==> config.mk <==
export PLATFORM = sky130hd
export DESIGN_NAME = pipeline_hazard_ctrl_flat
export DESIGN_NICKNAME = d
export VERILOG_FILES = /design/src/rtl/pipeline_hazard_ctrl_pkg.sv /design/src/rtl/pipeline_hazard_ctrl_if.sv /design/src/rtl/pipeline_hazard_ctrl_hazard_compare.sv /design/src/rtl/pipeline_hazard_ctrl.sv /design/src/flat_wrapper.sv
export SDC_FILE = /design/constraint.sdc
export NUM_CORES = 1
export LEC_CHECK = 0
export ABC_AREA = 1
export BUFFER_PORTS_ARGS = -buffer_cell sky130_fd_sc_hd__buf_2
export CAP_MARGIN = 20
export CORE_ASPECT_RATIO = 0.7
export CORE_MARGIN = 1
export CORE_UTILIZATION = 44
export CTS_CLUSTER_SIZE = 28
export DETAILED_ROUTE_END_ITERATION = 8
export GPL_TIMING_DRIVEN = 0
export HOLD_SLACK_MARGIN = 0.05
export PLACE_DENSITY = 0.78
export SETUP_SLACK_MARGIN = 0.05
export SYNTH_ARGS = -nofsm -noshare
export SYNTH_HDL_FRONTEND = slang
export SYNTH_SLANG_ARGS = --single-unit
==> constraint.sdc <==
create_clock -name CLK -period 1.48 [get_ports CLK]
set_clock_uncertainty 0.2 [all_clocks]
set_input_delay 0.296 -clock CLK [delete_from_list [all_inputs] [get_ports CLK]]
set_output_delay 0.296 -clock CLK [all_outputs]
set_load 0.01 [all_outputs]
==> src/rtl/pipeline_hazard_ctrl_pkg.sv <==
// Shared definitions for the pipeline hazard sequencer: RV64 opcodes, NOP encoding,
// FSM state encodings and the per-stage control bundle.
package pipeline_hazard_ctrl_pkg;

    localparam logic [6:0] OPC_LOAD   = 7'b0000011;
    localparam logic [6:0] OPC_OP_IMM = 7'b0010011;
    localparam logic [6:0] OPC_STORE  = 7'b0100011;
    localparam logic [6:0] OPC_OP     = 7'b0110011;
    localparam logic [6:0] OPC_BRANCH = 7'b1100011;
    localparam logic [6:0] OPC_JALR   = 7'b1100111;
    localparam logic [6:0] OPC_JAL    = 7'b1101111;

    // addi x0, x0, 0 -- what ID/EX is loaded with when bubble_ex is high
    localparam logic [31:0] NOP_INSN = 32'h0000_0013;

    typedef enum logic [2:0] {
        ST_RUN       = 3'd0,
        ST_MEM_WAIT  = 3'd1,
        ST_FLUSH     = 3'd2,
        ST_LOAD_USE  = 3'd3,
        ST_JALR_WAIT = 3'd4
    } state_e;

    typedef struct packed {
        logic stall_if;
        logic stall_id;
        logic stall_ex;
        logic stall_mem;
        logic bubble_ex;
        logic flush_if;
        logic flush_id;
    } ctrl_t;

    localparam ctrl_t CTRL_NONE      = ctrl_t'(7'b0000000);
    localparam ctrl_t CTRL_MEM_STALL = ctrl_t'(7'b1111000);
    localparam ctrl_t CTRL_BUBBLE    = ctrl_t'(7'b1100100);
    localparam ctrl_t CTRL_FLUSH     = ctrl_t'(7'b0000011);

endpackage

==> src/rtl/pipeline_hazard_ctrl_if.sv <==
// Pipeline-side view of the hazard sequencer: hazard inputs from ID/EX/MEM and
// the per-stage stall/bubble/flush controls returned to IF, ID and ID/EX.
interface pipeline_hazard_ctrl_if;
    logic       id_valid;
    logic [6:0] id_opcode;
    logic [4:0] id_rs1;
    logic [4:0] id_rs2;
    logic       id_uses_rs2;
    logic [4:0] ex_rd;
    logic       ex_load;
    logic       ex_wb;
    logic [4:0] mem_rd;
    logic       mem_load;
    logic       mem_req;
    logic       mem_ready;
    logic       redirect;

    logic       stall_if;
    logic       stall_id;
    logic       stall_ex;
    logic       stall_mem;
    logic       bubble_ex;
    logic       flush_if;
    logic       flush_id;
    logic       mem_timeout;
    logic [2:0] state_o;

    modport master (
        output id_valid, id_opcode, id_rs1, id_rs2, id_uses_rs2,
               ex_rd, ex_load, ex_wb, mem_rd, mem_load,
               mem_req, mem_ready, redirect,
        input  stall_if, stall_id, stall_ex, stall_mem, bubble_ex,
               flush_if, flush_id, mem_timeout, state_o
    );

    modport slave (
        input  id_valid, id_opcode, id_rs1, id_rs2, id_uses_rs2,
               ex_rd, ex_load, ex_wb, mem_rd, mem_load,
               mem_req, mem_ready, redirect,
        output stall_if, stall_id, stall_ex, stall_mem, bubble_ex,
               flush_if, flush_id, mem_timeout, state_o
    );
endinterface

==> src/rtl/pipeline_hazard_ctrl_hazard_compare.sv <==
// Purely combinational load-use and JALR-source hazard detection; x0 never
// creates a hazard. Kept standalone so the decoder can reuse it.
module pipeline_hazard_ctrl_hazard_compare
    import pipeline_hazard_ctrl_pkg::*;
(
    input  logic       id_valid,
    input  logic [6:0] id_opcode,
    input  logic [4:0] id_rs1,
    input  logic [4:0] id_rs2,
    input  logic       id_uses_rs2,
    input  logic [4:0] ex_rd,
    input  logic       ex_load,
    input  logic       ex_wb,
    input  logic [4:0] mem_rd,
    input  logic       mem_load,
    output logic       load_use,
    output logic       jalr_haz
);

    logic rs1_hits_ex;
    logic rs2_hits_ex;
    logic rs1_hits_mem;

    assign rs1_hits_ex  = (id_rs1 == ex_rd);
    assign rs2_hits_ex  = id_uses_rs2 && (id_rs2 == ex_rd);
    assign rs1_hits_mem = (id_rs1 == mem_rd);

    assign load_use = id_valid && ex_load && (ex_rd != 5'd0) && (rs1_hits_ex || rs2_hits_ex);

    // JALR needs its base in ID for target calculation, so even ALU results are too late
    assign jalr_haz = id_valid && (id_opcode == OPC_JALR) && (id_rs1 != 5'd0) &&
                      ((ex_wb && rs1_hits_ex) || (mem_load && rs1_hits_mem));

endmodule

==> src/rtl/pipeline_hazard_ctrl.sv <==
// Central stall/flush sequencer for the 5-stage RV64 pipeline. Controls are combinational
// from state and inputs; optional perf counters are enabled by defining HAZARD_PERF_EN.
module pipeline_hazard_ctrl
    import pipeline_hazard_ctrl_pkg::*;
#(
    parameter int FLUSH_CYCLES = 2,
    parameter int MEM_TIMEOUT  = 15,
    parameter int XLEN         = 64
) (
    input  logic                   CLK,
    input  logic                   reset,
    pipeline_hazard_ctrl_if.slave  hz
`ifdef HAZARD_PERF_EN
    ,
    output logic [XLEN-1:0]        perf_stall_cycles,
    output logic [XLEN-1:0]        perf_flushes,
    output logic [XLEN-1:0]        perf_bubbles
`endif
);

    localparam logic [1:0] FL_RELOAD = 2'(FLUSH_CYCLES - 1);
    localparam logic [1:0] FL_FULL   = 2'(FLUSH_CYCLES);
    localparam logic [7:0] WAIT_LAST = 8'(MEM_TIMEOUT - 1);

    state_e     state,   state_nx;
    logic [1:0] flush_cnt, flush_nx;
    logic [7:0] wait_cnt,  wait_nx;
    logic       pending_redirect, pend_nx;
    logic       mem_timeout_q, tmo_nx;
    logic       redir_acc;
    ctrl_t      ctrl, ctrl_o;

    logic load_use;
    logic jalr_haz;
    logic mem_block;

    pipeline_hazard_ctrl_hazard_compare u_cmp (
        .id_valid    (hz.id_valid),
        .id_opcode   (hz.id_opcode),
        .id_rs1      (hz.id_rs1),
        .id_rs2      (hz.id_rs2),
        .id_uses_rs2 (hz.id_uses_rs2),
        .ex_rd       (hz.ex_rd),
        .ex_load     (hz.ex_load),
        .ex_wb       (hz.ex_wb),
        .mem_rd      (hz.mem_rd),
        .mem_load    (hz.mem_load),
        .load_use    (load_use),
        .jalr_haz    (jalr_haz)
    );

    assign mem_block = hz.mem_req && !hz.mem_ready;

    always_comb begin
        ctrl      = CTRL_NONE;
        state_nx  = state;
        flush_nx  = flush_cnt;
        wait_nx   = wait_cnt;
        pend_nx   = pending_redirect;
        tmo_nx    = mem_timeout_q;
        redir_acc = 1'b0;

        case (state)
            ST_MEM_WAIT: begin
                ctrl    = CTRL_MEM_STALL;
                pend_nx = pending_redirect || hz.redirect;
                wait_nx = wait_cnt + 8'd1;
                if (hz.mem_ready) begin
                    wait_nx = '0;
                    pend_nx = 1'b0;
                    // No flush was issued during the wait, so the deferred redirect gets the full window
                    if (pending_redirect || hz.redirect) begin
                        state_nx  = ST_FLUSH;
                        flush_nx  = FL_FULL;
                        redir_acc = 1'b1;
                    end else begin
                        state_nx = ST_RUN;
                    end
                end else if (wait_cnt == WAIT_LAST) begin
                    tmo_nx   = 1'b1;
                    state_nx = ST_RUN;
                    wait_nx  = '0;
                    pend_nx  = 1'b0;
                end
            end

            ST_FLUSH: begin
                if (mem_block) begin
                    // Freeze everything and replay the whole flush once memory answers
                    ctrl     = CTRL_MEM_STALL;
                    state_nx = ST_MEM_WAIT;
                    wait_nx  = '0;
                    pend_nx  = 1'b1;
                    flush_nx = '0;
                end else begin
                    ctrl = CTRL_FLUSH;
                    if (hz.redirect) begin
                        flush_nx  = FL_RELOAD;
                        redir_acc = 1'b1;
                    end else begin
                        flush_nx = flush_cnt - 2'd1;
                    end
                    if (flush_nx == 2'd0) begin
                        state_nx = ST_RUN;
                    end
                end
            end

            default: begin
                // RUN, LOAD_USE and JALR_WAIT share priorities; LOAD_USE skips hazard checks since the load now forwards
                if (mem_block) begin
                    ctrl     = CTRL_MEM_STALL;
                    state_nx = ST_MEM_WAIT;
                    wait_nx  = '0;
                    pend_nx  = hz.redirect;
                end else if (hz.redirect) begin
                    ctrl      = CTRL_FLUSH;
                    flush_nx  = FL_RELOAD;
                    redir_acc = 1'b1;
                    state_nx  = (FL_RELOAD == 2'd0) ? ST_RUN : ST_FLUSH;
                end else if ((state != ST_LOAD_USE) && load_use) begin
                    ctrl     = CTRL_BUBBLE;
                    state_nx = ST_LOAD_USE;
                end else if ((state != ST_LOAD_USE) && jalr_haz) begin
                    ctrl     = CTRL_BUBBLE;
                    state_nx = ST_JALR_WAIT;
                end else begin
                    state_nx = ST_RUN;
                end
            end
        endcase
    end

    always_ff @(posedge CLK or negedge reset) begin
        if (!reset) begin
            state            <= ST_RUN;
            flush_cnt        <= '0;
            wait_cnt         <= '0;
            pending_redirect <= 1'b0;
            mem_timeout_q    <= 1'b0;
        end else begin
            state            <= state_nx;
            flush_cnt        <= flush_nx;
            wait_cnt         <= wait_nx;
            pending_redirect <= pend_nx;
            mem_timeout_q    <= tmo_nx;
        end
    end

    assign ctrl_o = reset ? ctrl : CTRL_NONE;

    assign hz.stall_if    = ctrl_o.stall_if;
    assign hz.stall_id    = ctrl_o.stall_id;
    assign hz.stall_ex    = ctrl_o.stall_ex;
    assign hz.stall_mem   = ctrl_o.stall_mem;
    assign hz.bubble_ex   = ctrl_o.bubble_ex;
    assign hz.flush_if    = ctrl_o.flush_if;
    assign hz.flush_id    = ctrl_o.flush_id;
    assign hz.mem_timeout = mem_timeout_q;
    assign hz.state_o     = state;

`ifdef HAZARD_PERF_EN
    always_ff @(posedge CLK or negedge reset) begin
        if (!reset) begin
            perf_stall_cycles <= '0;
            perf_flushes      <= '0;
            perf_bubbles      <= '0;
        end else begin
            if (ctrl_o.stall_if)  perf_stall_cycles <= perf_stall_cycles + 1'b1;
            if (redir_acc)        perf_flushes      <= perf_flushes + 1'b1;
            if (ctrl_o.bubble_ex) perf_bubbles      <= perf_bubbles + 1'b1;
        end
    end
`else
    logic [XLEN-1:0] perf_unused;
    assign perf_unused = XLEN'(redir_acc);
`endif

endmodule

==> src/flat_wrapper.sv <==
// flat-port wrapper written by rule: the top's interface ports become plain ports
module pipeline_hazard_ctrl_flat import pipeline_hazard_ctrl_pkg::*;
#(
    parameter int FLUSH_CYCLES = 2,
    parameter int MEM_TIMEOUT  = 15,
    parameter int XLEN         = 64
)
  (CLK, reset, hz_id_valid, hz_id_opcode, hz_id_rs1, hz_id_rs2, hz_id_uses_rs2, hz_ex_rd, hz_ex_load, hz_ex_wb, hz_mem_rd, hz_mem_load, hz_mem_req, hz_mem_ready, hz_redirect, hz_stall_if, hz_stall_id, hz_stall_ex, hz_stall_mem, hz_bubble_ex, hz_flush_if, hz_flush_id, hz_mem_timeout, hz_state_o);
  pipeline_hazard_ctrl_if hz_i ();
  input  logic CLK;
  input  logic reset;
  input wire logic [$bits(hz_i.id_valid)-1:0] hz_id_valid;
  input wire logic [$bits(hz_i.id_opcode)-1:0] hz_id_opcode;
  input wire logic [$bits(hz_i.id_rs1)-1:0] hz_id_rs1;
  input wire logic [$bits(hz_i.id_rs2)-1:0] hz_id_rs2;
  input wire logic [$bits(hz_i.id_uses_rs2)-1:0] hz_id_uses_rs2;
  input wire logic [$bits(hz_i.ex_rd)-1:0] hz_ex_rd;
  input wire logic [$bits(hz_i.ex_load)-1:0] hz_ex_load;
  input wire logic [$bits(hz_i.ex_wb)-1:0] hz_ex_wb;
  input wire logic [$bits(hz_i.mem_rd)-1:0] hz_mem_rd;
  input wire logic [$bits(hz_i.mem_load)-1:0] hz_mem_load;
  input wire logic [$bits(hz_i.mem_req)-1:0] hz_mem_req;
  input wire logic [$bits(hz_i.mem_ready)-1:0] hz_mem_ready;
  input wire logic [$bits(hz_i.redirect)-1:0] hz_redirect;
  output wire logic [$bits(hz_i.stall_if)-1:0] hz_stall_if;
  output wire logic [$bits(hz_i.stall_id)-1:0] hz_stall_id;
  output wire logic [$bits(hz_i.stall_ex)-1:0] hz_stall_ex;
  output wire logic [$bits(hz_i.stall_mem)-1:0] hz_stall_mem;
  output wire logic [$bits(hz_i.bubble_ex)-1:0] hz_bubble_ex;
  output wire logic [$bits(hz_i.flush_if)-1:0] hz_flush_if;
  output wire logic [$bits(hz_i.flush_id)-1:0] hz_flush_id;
  output wire logic [$bits(hz_i.mem_timeout)-1:0] hz_mem_timeout;
  output wire logic [$bits(hz_i.state_o)-1:0] hz_state_o;
  assign hz_i.id_valid = hz_id_valid;
  assign hz_i.id_opcode = hz_id_opcode;
  assign hz_i.id_rs1 = hz_id_rs1;
  assign hz_i.id_rs2 = hz_id_rs2;
  assign hz_i.id_uses_rs2 = hz_id_uses_rs2;
  assign hz_i.ex_rd = hz_ex_rd;
  assign hz_i.ex_load = hz_ex_load;
  assign hz_i.ex_wb = hz_ex_wb;
  assign hz_i.mem_rd = hz_mem_rd;
  assign hz_i.mem_load = hz_mem_load;
  assign hz_i.mem_req = hz_mem_req;
  assign hz_i.mem_ready = hz_mem_ready;
  assign hz_i.redirect = hz_redirect;
  assign hz_stall_if = hz_i.stall_if;
  assign hz_stall_id = hz_i.stall_id;
  assign hz_stall_ex = hz_i.stall_ex;
  assign hz_stall_mem = hz_i.stall_mem;
  assign hz_bubble_ex = hz_i.bubble_ex;
  assign hz_flush_if = hz_i.flush_if;
  assign hz_flush_id = hz_i.flush_id;
  assign hz_mem_timeout = hz_i.mem_timeout;
  assign hz_state_o = hz_i.state_o;
  pipeline_hazard_ctrl #(.FLUSH_CYCLES(FLUSH_CYCLES), .MEM_TIMEOUT(MEM_TIMEOUT), .XLEN(XLEN)) u_core (.CLK(CLK), .reset(reset), .hz(hz_i));
endmodule
==> impl_metrics.py, run 1 <==
metrics = {
    "run_status": {
        "status": "finished with violations",
        "violations": "setup timing",
    },
    "logic_synthesis": {
        "synth_top_family_by_area": "simple AND/OR/NAND/NOR gates",
        "ys_ff_latch": 15,
        "netlist_area_um2": 1235,
        "synthAdderAreaFrac_pct": 2.026,
        "synth_nets": 229,
        "synth_edf_count": 0,
        "synthTopCellsByCount": "53 x nand2_1, 31 x inv_1, 27 x nor2_1",
        "synth_flop_cell": "dfrtp_1",
        "synth_compound_area_share_pct": 11.25,
        "synth_area_leaders": "dfrtp_1 30%, nand2_1 16%, inv_1 9.4%, nor2_1 8.2%, xor2_1 4.3%",
        "synth_top_area_share_pct": 30.40,
        "synth_simple_gate_area_share_pct": 39.82,
        "synthXorXnorAreaFrac_pct": 4.965,
        "synth_mux_area_share_pct": 0,
        "yosysTopAreaCell": "dfrtp_1",
        "ys_types": 29,
        "synth_cells": 190,
        "yosysSeqAreaShare_pct": 30.40,
        "ys_warn_count": 0,
        "yosysMostFrequentCell": "nand2_1",
        "async_reset_ff_share_pct": 100.0,
        "syn_area_per_cell_um2": 6.500,
    },
    "placement": {
        "io_buffers": 47,
        "dp.final_hpwl_um": 2326,
        "gp_congestion": 0.8624,
    },
    "power": {
        "power_leakage_nw": 1.133,
        "power_frac_seq_pct": 23.2,
        "p_sw_share_pct": 43.01,
        "power_density_nw_per_um2": 1138,
        "irDropWorstVdd_uv": 888.3,
        "power.switching_mw": 1.045,
        "p_clk_share_pct": 14.0,
        "pwr-share-comb_pct": 62.8,
        "finalPower_mw": 2.429,
        "internal_power_mw": 1.384,
    },
    "die": {
        "fp.dieH_um": 46.33,
        "initial_utilization_pct": 48.38,
        "coreArea_um2": 2552,
        "io_pins": 48,
        "num_rows": 15,
        "die_area_um2": 3026,
        "die_x_um": 65.32,
    },
    "global_routing": {
        "grt_use_met2_pct": 40.41,
        "use_met1_pct": 37.92,
        "grt_pass1_wl_um": 6023,
        "grt-ovfl-total": 0,
        "grt-busiest-layer": "met2",
        "antenna_found_initial": 0,
        "grt_pass1_vias": 1303,
        "grt_use_met3_pct": 7.673,
        "grt_usage_pct": 27.65,
        "grt_max_degree": 16,
    },
    "timing": {
        "setup_ws_ns": -0.7333,
        "setup_viol": 22,
        "slew_headroom_pct": 53.78,
        "rsz0062_at_grt": "true",
        "post-route-period-util_pct": 149.5,
        "tightest_slew_ns": 0.6932,
        "timing.hold.ws_ns": 0.1509,
        "finalHoldViolCount": 0,
        "min_period_ns": 2.213,
        "slew_violations": 0,
        "max_freq_mhz": 451.8,
    },
    "route": {
        "viasPerCell": 5.765,
        "post_drt_wl_per_cell_um": 17.19,
        "drc_errors": 0,
        "drtPass1Iterations": 6,
        "drtIter0Drc": 276,
        "num_vias": 1770,
        "ant_nets": 0,
        "drt-total-wl_um": 5278,
    },
    "cts": {
        "cts_buffers": 3,
        "cts_tree": "yes",
        "clkSinkCount": 15,
        "cts_max_level": 1,
        "insertion_delay_ns": 0.26,
        "clk_pin_slew_worst_paths_ns": 0.06,
        "clockBufferDepth": 2,
        "root_buffer": "clkbuf_8",
    },
    "setup_path": {
        "critPathKind": "input pin to primary output",
        "critPathLaunchType": "input pin",
        "critPathMaxFanout": 3,
        "worst_ep_required_time_ns": 0.98,
        "arrival_ns": 1.72,
        "end_kind": "primary output",
    },
    "hold_path": {
        "min_path_type": "input pin to async pin",
    },
    "job": {
        "cap_violations": 0,
    },
    "finish": {
        "antenna_cells": 0,
        "area.sequential_um2": 376.6,
        "nFillCells": 134,
        "multi_input_area_um2": 920.9,
        "drive_above_1_share_pct": 49.08,
        "area_growth_pct": 72.85,
        "nets": 313,
    },
}
worst max-delay path: stages:
cell	delay [ns]
buf_2	0.11
inv_1	0.08
nand2_1	0.11
nand2_1	0.10
nor2_2	0.12
nand4_1	0.13
nand2_1	0.10
nand2_1	0.11
nand2_2	0.10
nand2_2	0.07
a21oi_2	0.16
buf_4	0.13
buf_6	0.09
through the flow:
step | std cells | setup TNS (ns) | setup slack, ns | util, % | cell area (µm²)
CTS | 293 | -6.734 | -0.6161 | 73.97 | 1888
global placement | 271 | -2.521 | -0.4893 | 61.23 | 1563
detailed placement | 271 | -2.634 | -0.5000 | 61.23 | 1563
floorplan | 190 | -1.100 | -0.3293 | - | 1285
finish | 307 | -10.18 | -0.7333 | 83.63 | 2135
global route | 307 | -11.36 | -0.7640 | 83.63 | 2135
routing by layer:
metal  part of all wire (%)  routed length, µm
met5                      0                  0
met2                     45               2350
met1                     40               2115
met4                    3.5                187
met3                     12                625
registers in the layout, indices dropped and copies added (netlist names):
| signal | count |
|---|---|
| u_core.hz.mem_timeout | 1 |
| u_core.wait_cnt | 8 |
| u_core.hz.state_o | 3 |
| u_core.flush_cnt | 2 |
| u_core.pending_redirect | 1 |
cell families (layout without fill, tap and decap cells):
| kind of cell | count (synthesis) | in the layout |
|---|---|---|
| adders and majority gates | 2 | 2 |
| AOI/OAI and AO/OA | 24 | 24 |
| and+or+nand+nor | 107 | 107 |
| xor gates and xnor gates | 7 | 7 |
| DFF | 15 | 15 |
| buffers and inverters | 35 | 118 |
power by group through the flow:
stage	registers [mW]	clock network, mW	logic (mW)
global route	0.565	0.357	1.61
finish	0.564	0.340	1.53
global placement	0.563	0	0.751
floorplan	0.566	0	0.544
detailed placement	0.564	0	0.761
CTS	0.550	0.337	1.10
final timing paths:
check / startpoint / end / slack, ns / cells past startpoint
worst max-delay path: hz_ex_rd[3] / hz_stall_if / -0.73 / 13
worst min-delay path: reset / u_core.wait_cnt[4] / 0.15 / 2
worst max register to register: u_core.hz.state_o[2] / u_core.wait_cnt[5] / -0.61 / 13
worst min register to register: u_core.hz.mem_timeout / u_core.hz.mem_timeout / 0.32 / 1
max in group asynchronous: reset / u_core.hz.state_o[0] / 0.44 / 2
min in group CLK: hz_mem_ready / u_core.hz.mem_timeout / 0.24 / 4
cells in the final DEF (no fill, tap or decap), types with 2 or more instances in the layout:
master    netlist  layout
nor3b_1         3       3
buf_2           0      42
a21oi_2         0       4
buf_6           0      25
nand3_1        10       7
nor2_1         27      18
inv_2           1       6
o21ai_0         8       5
o21ai_2         0       2
dfrtp_1        15      14
xor2_1          6       5
buf_4           3      13
a21oi_1         8       3
nand4_1         2       2
clkbuf_8        0       3
nor2_2          1       5
nand2_4         1       2
nand3_2         0       3
nand2_1        53      43
nor3_1          5       4
a31oi_4         0       3
nand2_2         1       9
nor2_4          0       5
ha_1            2       2
inv_1          31      24
o21ai_1         1       2
final cells by class:
cell class | instances | share of cell area (%)
clock buffers | 4 | 2.110
multi-input cells | 140 | 43.14
inverters | 32 | 6.213
plain buffers | 3 | 1.407
well taps | 34 | 1.993
flip-flops and latches | 15 | 17.64
repair buffers | 79 | 27.49
what timing repair did:
action | in CTS | in global routing
hold buffers | 1 | 0
gates resized for setup | 37 | 38
setup buffers | 18 | 17
pin swaps | 15 | 17
endpoints found under the setup margin | 17 | 38
hold endpoints to repair | 15 | 0
Note: power is estimated with default switching activity, not from simulation.
==> run 2, diff against run 1 <==
Settings changed: PLACE_DENSITY 0.78 to 0.83.
==> run 2 against run 1 <==
The flow still finishes with violations (setup timing). Clock power is essentially flat. Combinational power fell by 14%. First-iteration DRC count is 45% lower. Sequential power shrank 1%. Cell area shrank 7.5%. Sequential share of layout area grew 1.4 points. Largest power group unchanged.
==> impl_metrics.py, run 2 (synthesis results as in run 1) <==
metrics = {
    "run_status": {
        "status": "finished with violations",
        "violations": "setup timing",
    },
    "global_routing": {
        "antenna_found_initial": 0,
        "grt_usage_pct": 26.58,
        "grt-ovfl-total": 0,
        "use_met1_pct": 34.74,
        "grt_pass1_wl_um": 5954,
        "grt-busiest-layer": "met2",
        "grt_max_degree": 16,
        "grt_use_met3_pct": 7.426,
        "grt_pass1_vias": 1346,
        "grt_use_met2_pct": 42.47,
    },
    "cts": {
        "cts_tree": "yes",
        "cts_buffers": 3,
        "root_buffer": "clkbuf_8",
        "clkSinkCount": 15,
        "clk_pin_slew_worst_paths_ns": 0.06,
        "cts_max_level": 1,
        "clockBufferDepth": 2,
        "insertion_delay_ns": 0.25,
    },
    "timing": {
        "slew_violations": 0,
        "rsz0062_at_grt": "true",
        "slew_headroom_pct": 52.70,
        "tns_ns": -9.428,
        "setup_viol": 22,
        "min_period_ns": 2.158,
        "tightest_slew_ns": 0.7095,
        "setup_ws_ns": -0.6784,
        "max_freq_mhz": 463.3,
        "post-route-period-util_pct": 145.8,
        "finalHoldViolCount": 0,
    },
    "finish": {
        "antenna_cells": 0,
        "area_growth_pct": 59.88,
        "nets": 303,
        "mostFrequentLayoutCell": "nand2_1",
        "utilization_pct": 77.35,
        "largest_reg_flops": 8,
        "area.sequential_um2": 376.6,
        "nFillCells": 165,
        "final_area_um2": 1974,
        "final_cell_mix": "47 x nand2_1, 43 x buf_2, 23 x inv_1, 19 x nor2_1, 18 x buf_4",
        "multi_input_area_um2": 884.6,
        "drive_above_1_share_pct": 44.11,
        "largest-register": "u_core.wait_cnt",
    },
    "job": {
        "cap_violations": 0,
    },
    "setup_path": {
        "end_kind": "primary output",
        "critPathLaunchType": "flop",
        "worst_ep_required_time_ns": 0.98,
        "critPathMaxFanout": 2,
        "arrival_ns": 1.66,
        "critPathKind": "flop to primary output",
    },
    "route": {
        "viasPerCell": 5.529,
        "post_drt_wl_per_cell_um": 15.30,
        "drt-total-wl_um": 4544,
        "drtPass1Iterations": 5,
        "num_vias": 1642,
        "drc_errors": 0,
        "drtIter0Drc": 151,
        "ant_nets": 0,
    },
    "placement": {
        "io_buffers": 47,
        "dpl-instance-area_um2": 1563,
        "dp.final_hpwl_um": 2340,
        "gp_congestion": 0.8416,
    },
    "die": {
        "fp.dieH_um": 46.33,
        "coreArea_um2": 2552,
        "initial_utilization_pct": 48.38,
        "die_x_um": 65.32,
        "io_pins": 48,
        "num_rows": 15,
        "die_area_um2": 3026,
    },
    "hold_path": {
        "min_path_type": "input pin to async pin",
    },
    "power": {
        "irDropWorstVdd_uv": 729.5,
        "power_density_nw_per_um2": 1121,
        "power_leakage_nw": 1.062,
        "finalPower_mw": 2.214,
    },
}
## run 2: cell types whose count changed in the layout (fill, tap and decap cells not counted), moves of 2 or more
cell	previous run	this run
buf_12	0	2
nand2_1	43	47
buf_4	13	18
inv_4	0	2
nand3_2	3	0
nand2_4	2	0
buf_6	25	8
nand2_2	9	7
nand3_4	1	3
## run 2: critical path, stage by stage (launching register included)
cell and delay, ns:
dfrtp_2 0.42, nand3_4 0.10, nand3_4 0.08, a31oi_4 0.19, nand2_2 0.09, nand2_2 0.06
nand2_2 0.06, a21oi_2 0.17, buf_4 0.14, buf_6 0.09
## run 2: path summary, 6_finish.rpt
kind | start | endpoint | slack [ns] | depth (start not counted)
worst max-delay path | u_core.hz.state_o[0] | hz_stall_if | -0.68 | 9
worst min-delay path | reset | u_core.wait_cnt[6] | 0.15 | 2
worst max register to register | u_core.hz.state_o[1] | u_core.wait_cnt[3] | -0.52 | 13
worst min register to register | u_core.hz.mem_timeout | u_core.hz.mem_timeout | 0.27 | 1
max in group asynchronous | reset | u_core.hz.state_o[0] | 0.44 | 2
min in group CLK | hz_mem_ready | u_core.hz.mem_timeout | 0.18 | 4
## run 2: area by class of cell
class,instances,area share (%)
Buffer,3,1.331
Clock buffer,4,2.281
Timing Repair Buffer,69,23.64
Sequential cell,15,19.07
Tap cell,34,2.155
Multi-Input combinational cell,140,44.80
Inverter,32,6.717
## run 2: timing repair
item	in CTS	in global routing
endpoints found under the hold margin	15	0
hold buffers	1	0
buffers inserted	18	3
resized for setup	31	15
pin swaps	13	6
endpoints found under the setup margin	19	38
## run 2: per-stage QoR
| step | setup slack, ns | hold WS (ns) | instances |
|---|---|---|---|
| CTS | -0.6073 | 0.1806 | 294 |
| floorplan | -0.3293 | -0.1996 | 190 |
| global route | -0.7409 | 0.1865 | 297 |
| detailed placement | -0.5244 | 0.03712 | 271 |
| global placement | -0.5011 | 0.03701 | 271 |
| finish | -0.6784 | 0.1540 | 297 |
## run 2: layer usage
| metal | share of wire, % | up-vias |
|---|---|---|
| li1 | - | 743 |
| met1 | 38 | 724 |
| met2 | 44 | 132 |
| met3 | 12 | 43 |
| met4 | 5.4 | 0 |
| met5 | 0 | - |
## run 2: where the power goes
group / internal (mW) / leakage, nW / switching, mW
logic: 0.587 / 0.842 / 0.732
registers: 0.491 / 0.198 / 0.0664
clock network: 0.191 / 0.0228 / 0.147
